**src/rtl/dfr_pkg.sv**
```systemverilog
// Shared types and helpers for the DFR readout stage.
// DFR_OUTPUT_SAT_EN selects saturating narrowing in dfr_scale instead of plain truncation.
package dfr_pkg;

  localparam int DFR_DATA_WIDTH = 32;
  localparam int DFR_ACC_WIDTH  = 64;
  localparam int DFR_FRAC_BITS  = 16;

  typedef enum logic [2:0] {
    ST_IDLE  = 3'd0,
    ST_RUN   = 3'd1,
    ST_DRAIN = 3'd2,
    ST_WRITE = 3'd3,
    ST_DONE  = 3'd4
  } dfr_out_state_t;

  // Narrows an already arithmetically shifted accumulator to the output width.
  function automatic logic [DFR_DATA_WIDTH-1:0] dfr_scale(
    input logic signed [DFR_ACC_WIDTH-1:0] shifted
  );
    logic [DFR_DATA_WIDTH-1:0] result;
`ifdef DFR_OUTPUT_SAT_EN
    logic [DFR_ACC_WIDTH-DFR_DATA_WIDTH:0] upper;
    upper = shifted[DFR_ACC_WIDTH-1:DFR_DATA_WIDTH-1];
    if ((&upper) || !(|upper)) begin
      result = shifted[DFR_DATA_WIDTH-1:0];
    end else if (shifted[DFR_ACC_WIDTH-1]) begin
      result = {1'b1, {(DFR_DATA_WIDTH-1){1'b0}}};
    end else begin
      result = {1'b0, {(DFR_DATA_WIDTH-1){1'b1}}};
    end
`else
    result = shifted[DFR_DATA_WIDTH-1:0];
`endif
    return result;
  endfunction

endpackage

```
**src/rtl/dfr_output_layer_mac.sv**
```systemverilog
// dfr_mac_unit: signed multiply-accumulate with synchronous clear and a scaled readout.
// Scaling honours DFR_OUTPUT_SAT_EN through dfr_pkg::dfr_scale.
module dfr_mac_unit
  import dfr_pkg::*;
#(
  parameter int DATA_WIDTH = DFR_DATA_WIDTH,
  parameter int ACC_WIDTH  = DFR_ACC_WIDTH,
  parameter int FRAC_BITS  = DFR_FRAC_BITS
) (
  input  logic                  clk,
  input  logic                  rst,
  input  logic                  clr,
  input  logic                  valid,
  input  logic [DATA_WIDTH-1:0] a,
  input  logic [DATA_WIDTH-1:0] b,
  output logic [DATA_WIDTH-1:0] scaled
);

  logic signed [2*DATA_WIDTH-1:0] prod_s;
  logic signed [ACC_WIDTH-1:0]    acc_r;
  logic signed [ACC_WIDTH-1:0]    shifted_s;

  assign prod_s    = $signed(a) * $signed(b);
  assign shifted_s = acc_r >>> FRAC_BITS;
  assign scaled    = dfr_scale(shifted_s);

  // Accumulator: clear wins over a qualified product; wraps at ACC_WIDTH.
  always_ff @(posedge clk or posedge rst) begin
    if (rst) begin
      acc_r <= '0;
    end else if (clr) begin
      acc_r <= '0;
    end else if (valid) begin
      acc_r <= acc_r + ACC_WIDTH'(prod_s);
    end
  end

endmodule

```
**src/rtl/dfr_output_layer.sv**
```systemverilog
// dfr_output_layer: per-sample linear readout y[s] = sum_n x[s][n]*w[n], one node per cycle.
// Define DFR_OUTPUT_SAT_EN to saturate the scaled result instead of truncating it.
module dfr_output_layer
  import dfr_pkg::*;
#(
  parameter int NUM_VIRTUAL_NODES            = 100,
  parameter int DATA_WIDTH                   = DFR_DATA_WIDTH,
  parameter int ACC_WIDTH                    = DFR_ACC_WIDTH,
  parameter int FRAC_BITS                    = DFR_FRAC_BITS,
  parameter int RESERVOIR_HISTORY_ADDR_WIDTH = 16,
  parameter int WEIGHT_ADDR_WIDTH            = 7,
  parameter int OUTPUT_ADDR_WIDTH            = 16
) (
  input  logic                                    clk,
  input  logic                                    rst,
  input  logic                                    start,
  input  logic [31:0]                             num_samples,
  output logic                                    busy,
  output logic                                    done,
  output logic [RESERVOIR_HISTORY_ADDR_WIDTH-1:0] res_addr,
  input  logic [DATA_WIDTH-1:0]                   res_data,
  output logic [WEIGHT_ADDR_WIDTH-1:0]            weight_addr,
  input  logic [DATA_WIDTH-1:0]                   weight_data,
  output logic                                    out_we,
  output logic [OUTPUT_ADDR_WIDTH-1:0]            out_addr,
  output logic [DATA_WIDTH-1:0]                   out_data
);

  localparam int NW = (NUM_VIRTUAL_NODES > 1) ? $clog2(NUM_VIRTUAL_NODES) : 1;
  localparam logic [NW-1:0] N_LAST = NW'(NUM_VIRTUAL_NODES - 1);
  localparam logic [RESERVOIR_HISTORY_ADDR_WIDTH-1:0] N_STEP =
    RESERVOIR_HISTORY_ADDR_WIDTH'(NUM_VIRTUAL_NODES);

  dfr_out_state_t state_r, next_state_s;

  logic [NW-1:0]                           n_r;
  logic [31:0]                             s_r;
  logic [31:0]                             num_r;
  logic [RESERVOIR_HISTORY_ADDR_WIDTH-1:0] base_r;
  logic                                    rd_valid_r;
  logic                                    busy_r, done_r, out_we_r;
  logic [OUTPUT_ADDR_WIDTH-1:0]            out_addr_r;
  logic [DATA_WIDTH-1:0]                   mac_scaled_s;
  logic                                    mac_clr_s;

  // State register.
  always_ff @(posedge clk or posedge rst) begin
    if (rst) begin
      state_r <= ST_IDLE;
    end else begin
      state_r <= next_state_s;
    end
  end

  // Next-state logic; a start seen outside IDLE is deliberately dropped.
  always_comb begin
    next_state_s = state_r;
    case (state_r)
      ST_IDLE: begin
        if (start) begin
          next_state_s = (num_samples != 32'd0) ? ST_RUN : ST_DONE;
        end else begin
          next_state_s = ST_IDLE;
        end
      end
      ST_RUN: begin
        if (n_r == N_LAST) begin
          next_state_s = ST_DRAIN;
        end else begin
          next_state_s = ST_RUN;
        end
      end
      ST_DRAIN: next_state_s = ST_WRITE;
      ST_WRITE: begin
        if ((s_r + 32'd1) == num_r) begin
          next_state_s = ST_DONE;
        end else begin
          next_state_s = ST_RUN;
        end
      end
      ST_DONE: next_state_s = ST_IDLE;
      default: next_state_s = ST_IDLE;
    endcase
  end

  // Node/sample counters and the running history base address.
  always_ff @(posedge clk or posedge rst) begin
    if (rst) begin
      n_r    <= '0;
      s_r    <= 32'd0;
      num_r  <= 32'd0;
      base_r <= '0;
    end else begin
      case (state_r)
        ST_IDLE: begin
          if (start) begin
            num_r  <= num_samples;
            s_r    <= 32'd0;
            n_r    <= '0;
            base_r <= '0;
          end
        end
        ST_RUN: begin
          if (n_r != N_LAST) begin
            n_r <= n_r + NW'(1);
          end
        end
        ST_WRITE: begin
          n_r    <= '0;
          s_r    <= s_r + 32'd1;
          base_r <= base_r + N_STEP;
        end
        default: ;
      endcase
    end
  end

  // Read data returns one cycle after the address, so the qualifier lags RUN by one.
  always_ff @(posedge clk or posedge rst) begin
    if (rst) begin
      rd_valid_r <= 1'b0;
    end else begin
      rd_valid_r <= (state_r == ST_RUN);
    end
  end

  // Handshake and write-port outputs, registered from the next state.
  always_ff @(posedge clk or posedge rst) begin
    if (rst) begin
      busy_r     <= 1'b0;
      done_r     <= 1'b0;
      out_we_r   <= 1'b0;
      out_addr_r <= '0;
    end else begin
      busy_r     <= (next_state_s == ST_RUN) || (next_state_s == ST_DRAIN) ||
                    (next_state_s == ST_WRITE);
      done_r     <= (next_state_s == ST_DONE);
      out_we_r   <= (next_state_s == ST_WRITE);
      out_addr_r <= (next_state_s == ST_WRITE) ? OUTPUT_ADDR_WIDTH'(s_r) : '0;
    end
  end

  assign mac_clr_s = (state_r == ST_WRITE);

  dfr_mac_unit #(
    .DATA_WIDTH (DATA_WIDTH),
    .ACC_WIDTH  (ACC_WIDTH),
    .FRAC_BITS  (FRAC_BITS)
  ) u_mac (
    .clk    (clk),
    .rst    (rst),
    .clr    (mac_clr_s),
    .valid  (rd_valid_r),
    .a      (res_data),
    .b      (weight_data),
    .scaled (mac_scaled_s)
  );

  assign busy        = busy_r;
  assign done        = done_r;
  assign out_we      = out_we_r;
  assign out_addr    = out_addr_r;
  assign out_data    = out_we_r ? mac_scaled_s : '0;
  assign res_addr    = (state_r == ST_RUN) ?
                       (base_r + RESERVOIR_HISTORY_ADDR_WIDTH'(n_r)) : '0;
  assign weight_addr = (state_r == ST_RUN) ? WEIGHT_ADDR_WIDTH'(n_r) : '0;

endmodule

```
**config.mk**
```make
export PLATFORM = sky130hd
export DESIGN_NAME = dfr_output_layer
export DESIGN_NICKNAME = d
export VERILOG_FILES = /design/src/rtl/dfr_pkg.sv /design/src/rtl/dfr_output_layer_mac.sv /design/src/rtl/dfr_output_layer.sv
export SDC_FILE = /design/constraint.sdc
export NUM_CORES = 2
export LEC_CHECK = 0
export CAP_MARGIN = 10
export CORE_UTILIZATION = 47
export DETAILED_ROUTE_END_ITERATION = 10
export GPL_TIMING_DRIVEN = 0
export PLACE_DENSITY = 0.63
export SYNTH_ARGS = -nofsm -noshare
export SYNTH_HDL_FRONTEND = slang
export SYNTH_SLANG_ARGS = --single-unit
```
**constraint.sdc**
```tcl
create_clock -name clk -period 21.7 [get_ports clk]
set_clock_uncertainty 0.15 [all_clocks]
set_input_delay 4.34 -clock clk [delete_from_list [all_inputs] [get_ports clk]]
set_output_delay 4.34 -clock clk [all_outputs]
set_load 0.05 [all_outputs]
```
# Word level (Yosys, flattened, before mapping)
# Index checks and enable logic that the tools add are counted.
[totals]
reg_bits = 174
word_cells = 57
[op_classes]
reduce_logical = 10
mul = 1
n_mux = 18
n_eq_ne = 12
add_sub_neg = 5
[ops]
columns = ["op", "n"]
rows = [
  ["$mux 64", 2],
  ["$add 64x64->64", 1],
  ["$mul 32x32->64", 1],
  ["$mux 32", 2],
  ["$pmux 32 s2", 1],
  ["$mux 16", 3],
  ["$add 32x1->32 const B", 1],
  ["$eq 32x32->1", 1],
  ["$pmux 16 s2", 1],
  ["$reduce_bool 32->1", 1],
  ["$mux 7", 3],
  ["$pmux 7 s3", 1],
  ["$add 16x7->16", 1],
  ["$add 16x7->16 const B", 1],
  ["$eq 3x2->1 const B", 4],
  ["$pmux 3 s4", 1],
  ["$mux 3", 3],
  ["$add 7x1->7 const B", 1],
  ["$eq 7x7->1 const B", 1],
  ["$ne 7x7->1 const B", 1],
  ["$eq 3x1->1 const B", 2],
  ["$ne 2x2->1 const B", 2],
  ["$reduce_and 2->1", 2],
  ["$reduce_bool 2->1", 2],
  ["6 further kinds", 7],
]

# Longest topological paths before layout
[depth]
word_depth = 7
ltp_mapped = 28

# Hierarchy
# Synthesis repeated with hierarchy kept, for this count alone.
[unflattened]
hier_cells = 4355
hier_area_um2 = 39311.5
[by_module_without_submodules]
columns = ["module", "cells_each", "area_each_um2", "instances"]
rows = [
  ["dfr_mac_unit", 3617, 33061.7, 1],
  ["dfr_output_layer", 738, 6249.7, 1],
]

# Least setup slack after synthesis
# Ideal clock, no wire load.
[synth_timing]
path_type = "input to register"
from = "in weight_data[0]"
to = "reg u_mac.acc_r[45]"
slack_ns = 9.972
path_buffers = 1
setup_time_ns = 0.135
cell_stages = 25
arrival_ns = 11.443
path_cell_list = "clkbuf_1 -> nand2_1 -> fa_1 -> fa_1 -> inv_1 -> fa_1 -> inv_1 -> fa_1 -> inv_1 -> fa_1 -> fa_1 -> fa_1 -> inv_1 -> fa_1 -> inv_1 -> ha_1 -> a21o_1 -> or4_1 -> a21oi_1 -> or2_2 -> o21ai_0 -> a221o_1 -> a21oi_1 -> xor2_1 -> a21oi_1"
[synth_between]
elab_chain_len = 4
[synth_rtl]
columns = ["element", "line_no", "source"]
rows = [
  ["from (decl)", "dfr_output_layer.sv:23", "input logic [DATA_WIDTH-1:0] weight_data,"],
  ["$mul 32x32->64", "dfr_output_layer_mac.sv:23", "assign prod_s = $signed(a) * $signed(b);"],
  ["$add 64x64->64", "dfr_output_layer_mac.sv:34", "acc_r <= acc_r + ACC_WIDTH'(prod_s);"],
  ["$mux 64", "dfr_output_layer_mac.sv:33", "end else if (valid) begin"],
  ["$mux 64", "dfr_output_layer_mac.sv:31", "end else if (clr) begin"],
  ["to (signal assigned)", "dfr_output_layer_mac.sv:34", ""],
  ["to (decl)", "dfr_output_layer_mac.sv:20", "logic signed [ACC_WIDTH-1:0] acc_r;"],
]
# Every way passes these cells. The select of a mux whose other input is x is not followed.
# A chain may end at the register's enable or synchronous reset.

# Worst setup path after layout
[layout_timing]
from = "in res_data[19]"
to = "reg u_mac.acc_r[41]"
[layout_between]
elab_chain_len = 4
[layout_rtl]
columns = ["element", "line_no", "source"]
rows = [
  ["from (decl)", "dfr_output_layer.sv:21", "input logic [DATA_WIDTH-1:0] res_data,"],
  ["$mul 32x32->64", "dfr_output_layer_mac.sv:23", ""],
  ["$add 64x64->64", "dfr_output_layer_mac.sv:34", ""],
  ["$mux 64", "dfr_output_layer_mac.sv:33", ""],
  ["$mux 64", "dfr_output_layer_mac.sv:31", ""],
]
# Every way passes these cells. The select of a mux whose other input is x is not followed.

==> results.toml <==
[yosys]
async_flop_share_pct = 100
yosys_warnings = 0
ys_seq_area_share_pct = 9.99
synth.distinct_cells = 73
synth_area_per_cell_um2 = 9.07
synthCells = 4307
synth_edf_count = 0
ys_ff_latch = 156
synth_area_mm2 = 0.0391
synth_top_flop_cell = "dfrtp_1"
syn-num-nets = 5502

[setup_path]
r2r_start = "u_mac.acc_r[21]"
r2r_slack_ns = 13.32
rr_endpoint = "u_mac.acc_r[38]"
worstPathArrival_ns = 14.10
reg2regPathDepth = 23
cp-start-kind = "primary input"
critPathMaxFanout = 10
endpoint_kind = "flip-flop"
worstSetupPathType = "in -> reg"
cp.required_ns = 21.85

[hold_path]
hold_path_end = "base_r[15]"
holdPathStages = 1
hold_path_class = "reg -> reg"
hp-start = "base_r[15]"

[sta]
min_period_over_period_pct = 64.3
hold_viol = 0
fmax_ghz = 0.0717
rsz0062_at_grt = "no"
slew_headroom_pct = 17.9
fin_setup_tns_ns = 0
min_period_ns = 13.95
slew_violations = 0
worst_pin_slew_ns = 1.23
setup_viol = 0

[drt]
vias = 30500
drtPass1Iterations = 5
antenna_left = 0
drt_iter0_drc = 2596
avgRoutedWirePerCell_um = 23.9
drc_errors = 0
wirelength_um = 133000
via_per_inst = 5.45

[layout]
fin_nets = 5690
syn2layout_area_growth_pct = 9.51
drive_above_1_share_pct = 1.38
fillCellCount = 7793

[global_routing]
track_usage_pct = 32.6
grt_max_degree = 116
first_global_vias = 31600
overflow = 0
antenna_found_initial = 12
grt_pass1_wl_um = 201000

[clock_network]
cts_resized = 0
postCtsSetupBuffers = 0
holdBufCountCts = 0
clkTransAtPathRegs_ns = 0.08
cts_made_buffers = 17
htreeDepth = 4
cts_root_buf = "clkbuf_16"
clk_path_buf_depth = 2
cts_tree = "built"
cts_num_sinks = 156
clock_latency_ns = 0.45

[die]
initial_core_util_pct = 47.6
rows = 105
die_height_um = 290
die-area_mm2 = 0.0843
core_mm2 = 0.0821
die_w_um = 290
io_pins = 173

[placed_design]
hpwl_um = 112000
io_buffer_count = 166
gp_congestion = 1.02

[flow_run]
cap_violations = 0

[run_status]
status = "finished, final reports clean"
worst max path at each step:
| stage | start | endpoint | slack, ns | cells past startpoint |
|---|---|---|---|---|
| after floorplan | weight_data[0] | u_mac.acc_r[45] | 9.97 | 25 |
| after global placement | res_data[19] | u_mac.acc_r[41] | 6.73 | 27 |
| after detailed placement | res_data[19] | u_mac.acc_r[41] | 7.47 | 28 |
| after CTS | res_data[19] | u_mac.acc_r[41] | 7.91 | 28 |
| after global routing | res_data[19] | u_mac.acc_r[42] | 7.46 | 26 |
| final | res_data[19] | u_mac.acc_r[41] | 7.75 | 28 |
critical path: stages:
cell             delay, ns
clkdlybuf4s50_1       0.48
clkbuf_1              0.68
clkbuf_1              0.79
nand2_1               0.21
fa_1                  0.55
fa_1                  0.54
inv_1                 0.05
fa_1                  0.47
inv_1                 0.07
fa_1                  0.51
fa_1                  0.56
inv_1                 0.05
fa_1                  0.52
fa_1                  0.51
inv_1                 0.05
fa_1                  0.53
inv_1                 0.06
ha_1                  0.39
nand4_1               0.27
or4_1                 0.53
a311oi_1              0.45
a21oi_1               0.26
a2bb2oi_1             0.31
buf_6                 0.22
a31oi_1               0.14
o21ai_0               0.26
xnor2_1               0.18
a21oi_1               0.10
cells in the mapped netlist, drive strengths merged (37+ instances only):
library cell | instances | area share, %
and2 | 398 | 6.4
o21ai | 97 | 1.3
a21oi | 62 | 0.79
nand2 | 699 | 6.7
fa | 904 | 46
dfrtp | 156 | 10
clkbuf | 213 | 2.0
ha | 192 | 6.1
xnor2 | 97 | 2.2
xor2 | 40 | 0.90
and3 | 43 | 0.70
nor2 | 94 | 0.91
inv | 978 | 9.4
mux2i | 37 | 0.95
placed cells by master, fill, tap and decap left out, drive strengths merged, types with 17 or more instances in the layout:
master	instances
a21oi	62
nor2	94
ha	192
clkdlybuf4s50	166
xor2	40
and2	398
buf	17
nand2	699
nand4	18
mux2i	37
nor2b	18
a21o	19
dfrtp	156
o21ai	97
nand3	33
fa	904
and3	43
inv	986
nor3	23
nand2b	21
xnor2	97
clkbuf	230
final cells by class:
class                      instances  area [um2]  area share, %
antenna                            8        20.0         0.0468
buffer                           227         873           2.04
clock buffer                      17         425          0.994
clock inverter                    15         194          0.453
inverter                         978        3680           8.60
multi-input combinational       2946       30600           71.6
sequential                       156        3900           9.13
tap                             1070        1340           3.13
timing repair buffer             169        1730           4.04
metal layers:
metal,track usage [%],vias up,wire length (um)
met2,52.1,1470,62000
li1,-,13000,-
met4,13.9,8,6890
met1,42.9,15600,51900
met3,6.95,332,12400
met5,0,-,90
flip-flops by register name, indices dropped and copies added (netlist names), 3 cells and up:
register / flops
state_r: 3
u_mac.acc_r: 48
s_r: 32
n_r: 7
out_addr: 16
num_r: 32
base_r: 14
kinds of logic after synthesis:
family	share of synthesized area [%]
xor+xnor	3.07
compound gates	4.49
buf+inv	11.6
flops	9.99
mux	0.948
fa+ha+maj	52.5
simple gates	17.4
through the flow:
step | std cells | hold WS (ns) | cell area [um2] | util [%] | worst slack [ns]
after floorplan | 4307 | 0.310 | 39100 | - | 9.97
after global placement | 5543 | 0.335 | 42100 | 51.2 | 6.73
after detailed placement | 5545 | 0.338 | 42100 | 51.3 | 7.47
after CTS | 5577 | 0.353 | 42700 | 52.0 | 7.91
after global routing | 5579 | 0.377 | 42800 | 52.1 | 7.46
final | 5586 | 0.351 | 42800 | 52.1 | 7.75
Power is not shown: default switching activity piles up to over one toggle a cycle in this logic, so the estimate is an artifact.
